<file path="config.mk">
export PLATFORM = sky130hd
export DESIGN_NAME = select_dice_n
export DESIGN_NICKNAME = d
export VERILOG_FILES = /design/src/rtl/select_dice_n_pkg.sv /design/src/rtl/select_dice_n_button_repeat.sv /design/src/rtl/select_dice_n.sv
export SDC_FILE = /design/constraint.sdc
export NUM_CORES = 1
export LEC_CHECK = 0
export BUFFER_PORTS_ARGS = -buffer_cell sky130_fd_sc_hd__buf_2
export CORE_AREA = 4 4 41 43
export CTS_BUF_LIST = sky130_fd_sc_hd__clkbuf_4
export DETAILED_ROUTE_END_ITERATION = 8
export DIE_AREA = 0 0 45 47
export PLACE_DENSITY = 0.53
export SLEW_MARGIN = 15
export SYNTH_ARGS = -nofsm -noshare
export SYNTH_HDL_FRONTEND = slang
export SYNTH_SLANG_ARGS = --single-unit
</file>
<file path="constraint.sdc">
create_clock -name Clk -period 1.87 [get_ports Clk]
set_input_delay 0.187 -clock Clk [delete_from_list [all_inputs] [get_ports Clk]]
set_output_delay 0.187 -clock Clk [all_outputs]
set_load 0.005 [all_outputs]
</file>
<file path="src/rtl/select_dice_n_pkg.sv">
// Shared types and helpers for the up/down index selector.
// Repeat-FSM encoding plus constant-width helpers.
package select_dice_n_pkg;

  typedef enum logic [1:0] {
    RS_IDLE   = 2'd0,
    RS_HOLD   = 2'd1,
    RS_REPEAT = 2'd2
  } rep_state_t;

  function automatic int clog2(input int value);
    int r;
    r = 0;
    while ((1 << r) < value) r = r + 1;
    return r;
  endfunction

  function automatic int max2(input int a, input int b);
    return (a > b) ? a : b;
  endfunction

endpackage

</file>
<file path="src/rtl/select_dice_n_button_repeat.sv">
// Press-edge detector with hold-to-auto-repeat for one button.
// step pulses on the press edge and on every repeat tick.
module button_repeat
  import select_dice_n_pkg::*;
#(
  parameter int HOLD_CYCLES   = 0,
  parameter int REPEAT_CYCLES = 1
) (
  input  logic Clk,
  input  logic Reset,
  input  logic level,
  output logic step
);

  localparam int CNT_W =
    clog2(max2(HOLD_CYCLES, REPEAT_CYCLES) + 1);
  localparam logic [CNT_W-1:0] HOLD_N = CNT_W'(HOLD_CYCLES);
  localparam logic [CNT_W-1:0] REP_N  = CNT_W'(REPEAT_CYCLES);

  rep_state_t       state, state_nxt;
  logic [CNT_W-1:0] cnt, cnt_nxt, cnt_inc;
  logic             prev, press, hold_done, rep_done;

  assign press     = level & ~prev;
  assign cnt_inc   = cnt + 1'b1;
  assign hold_done = (state == RS_HOLD) && (cnt_inc == HOLD_N);
  assign rep_done  = (state == RS_REPEAT) && (cnt_inc == REP_N);

  // prev resets high so a button held through reset gives no edge
  always_ff @(posedge Clk) begin
    if (Reset) begin
      state <= RS_IDLE;
      cnt   <= '0;
      prev  <= 1'b1;
    end else begin
      state <= state_nxt;
      cnt   <= cnt_nxt;
      prev  <= level;
    end
  end

  always_comb begin
    state_nxt = state;
    cnt_nxt   = cnt;
    if (!level) begin
      state_nxt = RS_IDLE;
      cnt_nxt   = '0;
    end else begin
      unique case (state)
        RS_IDLE: begin
          if (press && (HOLD_CYCLES != 0)) begin
            state_nxt = RS_HOLD;
            cnt_nxt   = '0;
          end
        end
        RS_HOLD: begin
          if (hold_done) begin
            state_nxt = RS_REPEAT;
            cnt_nxt   = '0;
          end else begin
            cnt_nxt = cnt_inc;
          end
        end
        RS_REPEAT: begin
          cnt_nxt = rep_done ? '0 : cnt_inc;
        end
        default: begin
          state_nxt = RS_IDLE;
          cnt_nxt   = '0;
        end
      endcase
    end
  end

  always_comb begin
    step = press | (level & (hold_done | rep_done));
  end

endmodule

</file>
<file path="src/rtl/select_dice_n.sv">
// Parametrised up/down index selector with wrap/saturate,
// auto-repeat and lock; drives dice type and menu indices.
module select_dice_n
  import select_dice_n_pkg::*;
#(
  parameter int NUM_CHOICES   = 8,
  parameter int SEL_W         = 3,
  parameter int DEFAULT_SEL   = 0,
  parameter int WRAP          = 1,
  parameter int HOLD_CYCLES   = 0,
  parameter int REPEAT_CYCLES = 1
) (
  input  logic             Clk,
  input  logic             Reset,
  input  logic             increment,
  input  logic             decrement,
  input  logic             lock,
  output logic [SEL_W-1:0] sel,
  output logic             changed,
  output logic             at_min,
  output logic             at_max
);

  localparam logic [SEL_W-1:0] MAX_SEL = SEL_W'(NUM_CHOICES - 1);
  localparam logic [SEL_W-1:0] RST_SEL = SEL_W'(DEFAULT_SEL);

  logic             inc_step, dec_step;
  logic [SEL_W-1:0] sel_nxt;

  button_repeat #(
    .HOLD_CYCLES  (HOLD_CYCLES),
    .REPEAT_CYCLES(REPEAT_CYCLES)
  ) u_inc (
    .Clk  (Clk),
    .Reset(Reset),
    .level(increment),
    .step (inc_step)
  );

  button_repeat #(
    .HOLD_CYCLES  (HOLD_CYCLES),
    .REPEAT_CYCLES(REPEAT_CYCLES)
  ) u_dec (
    .Clk  (Clk),
    .Reset(Reset),
    .level(decrement),
    .step (dec_step)
  );

  // increment has priority; a concurrent decrement is dropped
  always_comb begin
    sel_nxt = sel;
    if (!lock) begin
      if (inc_step) begin
        if (sel == MAX_SEL) sel_nxt = (WRAP != 0) ? '0 : sel;
        else                sel_nxt = sel + 1'b1;
      end else if (dec_step) begin
        if (sel == '0) sel_nxt = (WRAP != 0) ? MAX_SEL : sel;
        else           sel_nxt = sel - 1'b1;
      end
    end
  end

  always_ff @(posedge Clk) begin
    if (Reset) begin
      sel     <= RST_SEL;
      changed <= 1'b0;
    end else begin
      sel     <= sel_nxt;
      changed <= (sel_nxt != sel);
    end
  end

  assign at_min = (sel == '0);
  assign at_max = (sel == MAX_SEL);

endmodule

</file>
==> Word level (Yosys, flattened, before mapping) <==
Index checks and enable logic that the tools add are counted.
{ "classes": {"bitwise": 16, "n_reduce_logical": 13, "add_sub_neg": 4, "n_eq_ne": 8, "n_mux": 15} }
{ "ops": {"columns": ["cell", "count"], "rows": [
  ["$mux W3", 5],
  ["$not A1 Y1", 8],
  ["$pmux W2 S2", 2],
  ["$reduce_or A2 Y1", 4],
  ["$pmux W1 S3", 2],
  ["$and A1 B1 Y1", 4],
  ["$eq A2 B1 Y1 const B", 2],
  ["$eq A2 B2 Y1 const B", 2],
  ["$logic_and A1 B1 Y1", 4],
  ["$logic_not A2 Y1", 2],
  ["$mux W1", 4],
  ["$mux W2", 2],
  ["$ne A2 B1 Y1 const B", 2],
  ["$or A1 B1 Y1", 4],
  ["$reduce_and A2 Y1", 2],
  ["$add A3 B1 Y3 const B", 1],
  ["$eq A3 B3 Y1 const B", 1],
  ["$logic_not A3 Y1", 1],
  ["$ne A3 B3 Y1", 1],
  ["$sub A3 B1 Y3 const B", 1],
  ["$add A1 B1 Y1 const B", 2]
]} }
{ "totals": {"regBits": 12, "out_inout_bits": 6, "in_bits": 5, "wordCells": 64} }

==> Longest topological paths before layout <==
{ "depth": {"word_depth": 10, "mapped_depth": 6, "mapped_depth_nobuf": 6} }

==> Modules after synthesis <==
A second synthesis with hierarchy kept.
{ "hier_totals": {"cells_unflattened": 46, "area_unflattened_um2": 407.9} }
{ "by_module_without_submodules": {"columns": ["module", "cells_per_inst", "seq_area_each_um2", "instances", "area_each_um2"], "rows": [
  ["select_dice_n", 40, 80.1, 1, 342.8],
  ["button_repeat", 3, 20.0, 2, 32.5]
]} }

==> Least setup slack after synthesis <==
Ideal clock, no wire load.
{ "synth_path": {"path_kind": "reg-to-reg", "startpoint": "register sel[0]", "endpoint": "register sel[1]", "setup_ps": 122, "arrival_time_ps": 1379, "required_time_ps": 1748, "n_path_buf": 0, "path_slack_ps": 369, "period_less_slack_ps": 1501, "path_stages_with_launch": 6, "cell_sequence": "dfxtp_1 > ha_1 > ha_1 > and3b_4 > or3_1 > o311a_1"} }
{ "synth_rtl": {"columns": ["item", "line", "source"], "rows": [
  ["start: declaration", "select_dice_n.sv:18", "output logic [SEL_W-1:0] sel,"],
  ["start signal: assignment", "select_dice_n.sv:69", "sel <= sel_nxt;"],
  ["$eq A3 B3 Y1", null, null],
  ["net at_max", "select_dice_n.sv:21", "output logic at_max"],
  ["$mux W3", "select_dice_n.sv:55", "if (sel == MAX_SEL) sel_nxt = (WRAP != 0) ? '0 : sel;"],
  ["$mux W3", "select_dice_n.sv:54", "if (inc_step) begin"],
  ["$mux W3", "select_dice_n.sv:53", "if (!lock) begin"]
]} }
The timed path passes the listed nets, and every way through them passes these cells.
A chain may end at the register's enable or synchronous reset.

==> Final worst setup path <==
{ "layout_path": {"startpoint": "register sel[0]", "endpoint": "register sel[1]"} }
{ "layout_between": {"elab_chain_len": 5} }
{ "layout_lines": {"columns": ["item", "line", "source"], "rows": [
  ["$sub A3 B1 Y3 or $logic_not A3 Y1 (tied branches)", "select_dice_n.sv:59, select_dice_n.sv:58", null],
  ["$mux W3", "select_dice_n.sv:58", "if (sel == '0) sel_nxt = (WRAP != 0) ? MAX_SEL : sel;"],
  ["$mux W3", "select_dice_n.sv:57", "end else if (dec_step) begin"],
  ["$mux W3 (*)", "select_dice_n.sv:54", null],
  ["$mux W3 (*)", "select_dice_n.sv:53", null]
]} }
Every way passes the cells marked *; elsewhere a longest branch is shown, timed or not.

==> metrics <==
outcome=complete, no violations; clock-pin slew on the worst setup and hold paths=around 0.05 ns; CP Data Required Time=2.00 ns; Synth Cell Area=382 um2; count of non-filler cells in the finished layout=66; post-synthesis adder-cell area fraction=roughly an eighth; Final Hold Viols=0; Slew @ Worst Pin=0.251 ns; vias in the first global route=around 330; TNS Setup=0 ns; dominant cell type by area after synthesis=dfxtp_1; mux share of post-synthesis cell area=0%; Post-Synth Simple-Gate Area=23.3%; XOR/XNOR Fraction of Synth Area=2.30%; Worst Hold Slack=0.134 ns; CTS Buf Count=3; Seq/Total Area, Yosys=31.5%; total power draw=312 uW; Routed Antenna Nets=0; Critical Path AT=1.70 ns; cts-stage hold buffer count=0; setup bufs post-CTS=0; leakage power=0.215 nW; minimum clock period=1.57 ns; Die Height=47 um; Die ar.=2120 um2; detailed-route via count=323; GPL Wtd Cong=0.710; Slew headroom=83.3%; Global Route met2 Usage=13.6%; Max rail drop VDD=0.000282 V; clk_lat worst skew=between 0.2 and 0.25 ns; clock sinks=6; # setup viols final=0; fin worst setup slack=0.302 ns; Post-Place Cells=63; pin count of the biggest net entering global routing=9; Min-Delay Path Class=input port to flip-flop; Final Slew Violations=0; GRT Residual Overflow=0; Synth Area in Compound Gates=23.0%; WL per Instance=between 10 and 15 um; kind of critical path=flip-flop to flip-flop; std cell rows=13; P per Cell Area=675 nW/um2; fin crit share=83.8%; FF/Latch Area=120 um2; Synth area leaders=dfxtp_1 31%, ha_1 13%, a21oi_1 3.9%, inv_1 3.9%, nor2b_4 3.6%; layout cells sized above 1=approximately a third; number of max-cap violations=0; met3 GRT Util=3.07%; port bufs=10; average size of a mapped cell=9.79 um2; initial DRC count=3; unrepaired setup endpoints after global routing=false; most frequent cells in the layout=10 x buf_2, 6 x dfxtp_1, 4 x inv_1, 4 x ha_1; Vias/cell=4.89; CTS max path bufs=2; drt pass-1 iters=2; layout net count=62; Multi-input gate area=approximately 240 um2; met1 Usage GRT=10.7%; Die W=45 um; CP startpoint kind=flip-flop; #FFs+latches synth=6; FILL cells=approximately 150; fmax=0.638 GHz; PostCTS Resize Cnt=0; most common cell after layout, fill and taps aside=buf_2; cells after synthesis=39; clk root buf=clkbuf_4; DP HPWL=611 um; Crit Path Max Fanout=5; post-synth net total=48; initial core utilization=29.3%; final wirelength=~750 um; Area growth syn-to-layout=21.0%; ANT cells=0; Synth top area share=between 30% and 40%; CTS tree=yes; DRC Markers=0; Distinct cells, synth=24; total I/O pin count=11; post-place setup slack=0.304 ns; htree depth=1; Clock Skews=0.00184 ns; initial antenna violation count=0; main combinational cell family by area after synthesis=simple AND/OR/NAND/NOR gates; area of the core=1300 um2; Total GRT Usage=9.34%; crit path capture type=flip-flop; most crowded layer after global routing=met2; global-route wire length before repair=about 1400 um; Yosys warning total=0
==> logic make-up after synthesis <==
kind of cell	after synthesis
xor gates and xnor gates	1
DFF	6
and+or+nand+nor	11
adders and majority gates	4
buffers and inverters	5
AOI/OAI and AO/OA	12
==> worst max-delay path, stage by stage (launching register included) <==
cell	delay, ns
dfxtp_1	0.39
ha_1	0.17
ha_1	0.20
and3b_4	0.23
or3_1	0.35
o311a_1	0.13
==> report_power, final <==
group / switching, mW / internal [mW] / leakage (nW)
Sequential: 0.00629 / 0.135 / 0.0494
Combinational: 0.0265 / 0.0259 / 0.152
Clock: 0.0454 / 0.0725 / 0.0138
==> flip-flops by register name (all words and copies together), names as in the netlist <==
register,cells
changed,1
sel,3
u_dec.prev,1
u_inc.prev,1
==> final timing paths <==
check | start | end | slack, ns | depth (start not counted)
worst max-delay path | sel[0] | sel[1] | 0.30 | 5
worst min-delay path | decrement | u_dec.prev | 0.13 | 2
worst max register to register | sel[0] | sel[1] | 0.30 | 5
worst min register to register | sel[0] | sel[0] | 0.54 | 2
==> metal layers <==
| layer | wire length [um] | vias up |
|---|---|---|
| li1 | - | 168 |
| met1 | 342 | 146 |
| met2 | 346 | 7 |
| met3 | 52 | 2 |
| met4 | 10 | 0 |
| met5 | 0 | - |
==> Yosys cell counts (all sizes together) <==
master,instances
nor3,1
nor2b,1
a31oi,2
xnor2,1
ha,4
inv,4
dfxtp,6
o311a,1
a221oi,1
and2b,1
or3,1
buf,1
o21ai,1
a211oi,1
nand2b,1
a21oi,3
a21o,1
nor2,1
o32a,1
and4,1
and3b,1
or2,3
a2111o,1
==> metrics by stage <==
| step | util (%) | instance area (um2) |
|---|---|---|
| finish | 35.5 | 462 |
| global route | 35.5 | 462 |
| CTS | 35.5 | 462 |
| detailed placement | 33.8 | 439 |
| global placement | 33.8 | 439 |
| floorplan | - | 382 |
==> area by class of cell <==
type                            instances  area share (%)
Sequential cell                         6            26.0
Timing Repair Buffer                   10            10.8
Inverter                                4            3.25
Clock buffer                            3            4.88
Multi-Input combinational cell         28            50.9
Tap cell                               15            4.07
No activity file was read; power rests on OpenSTA's default activity.
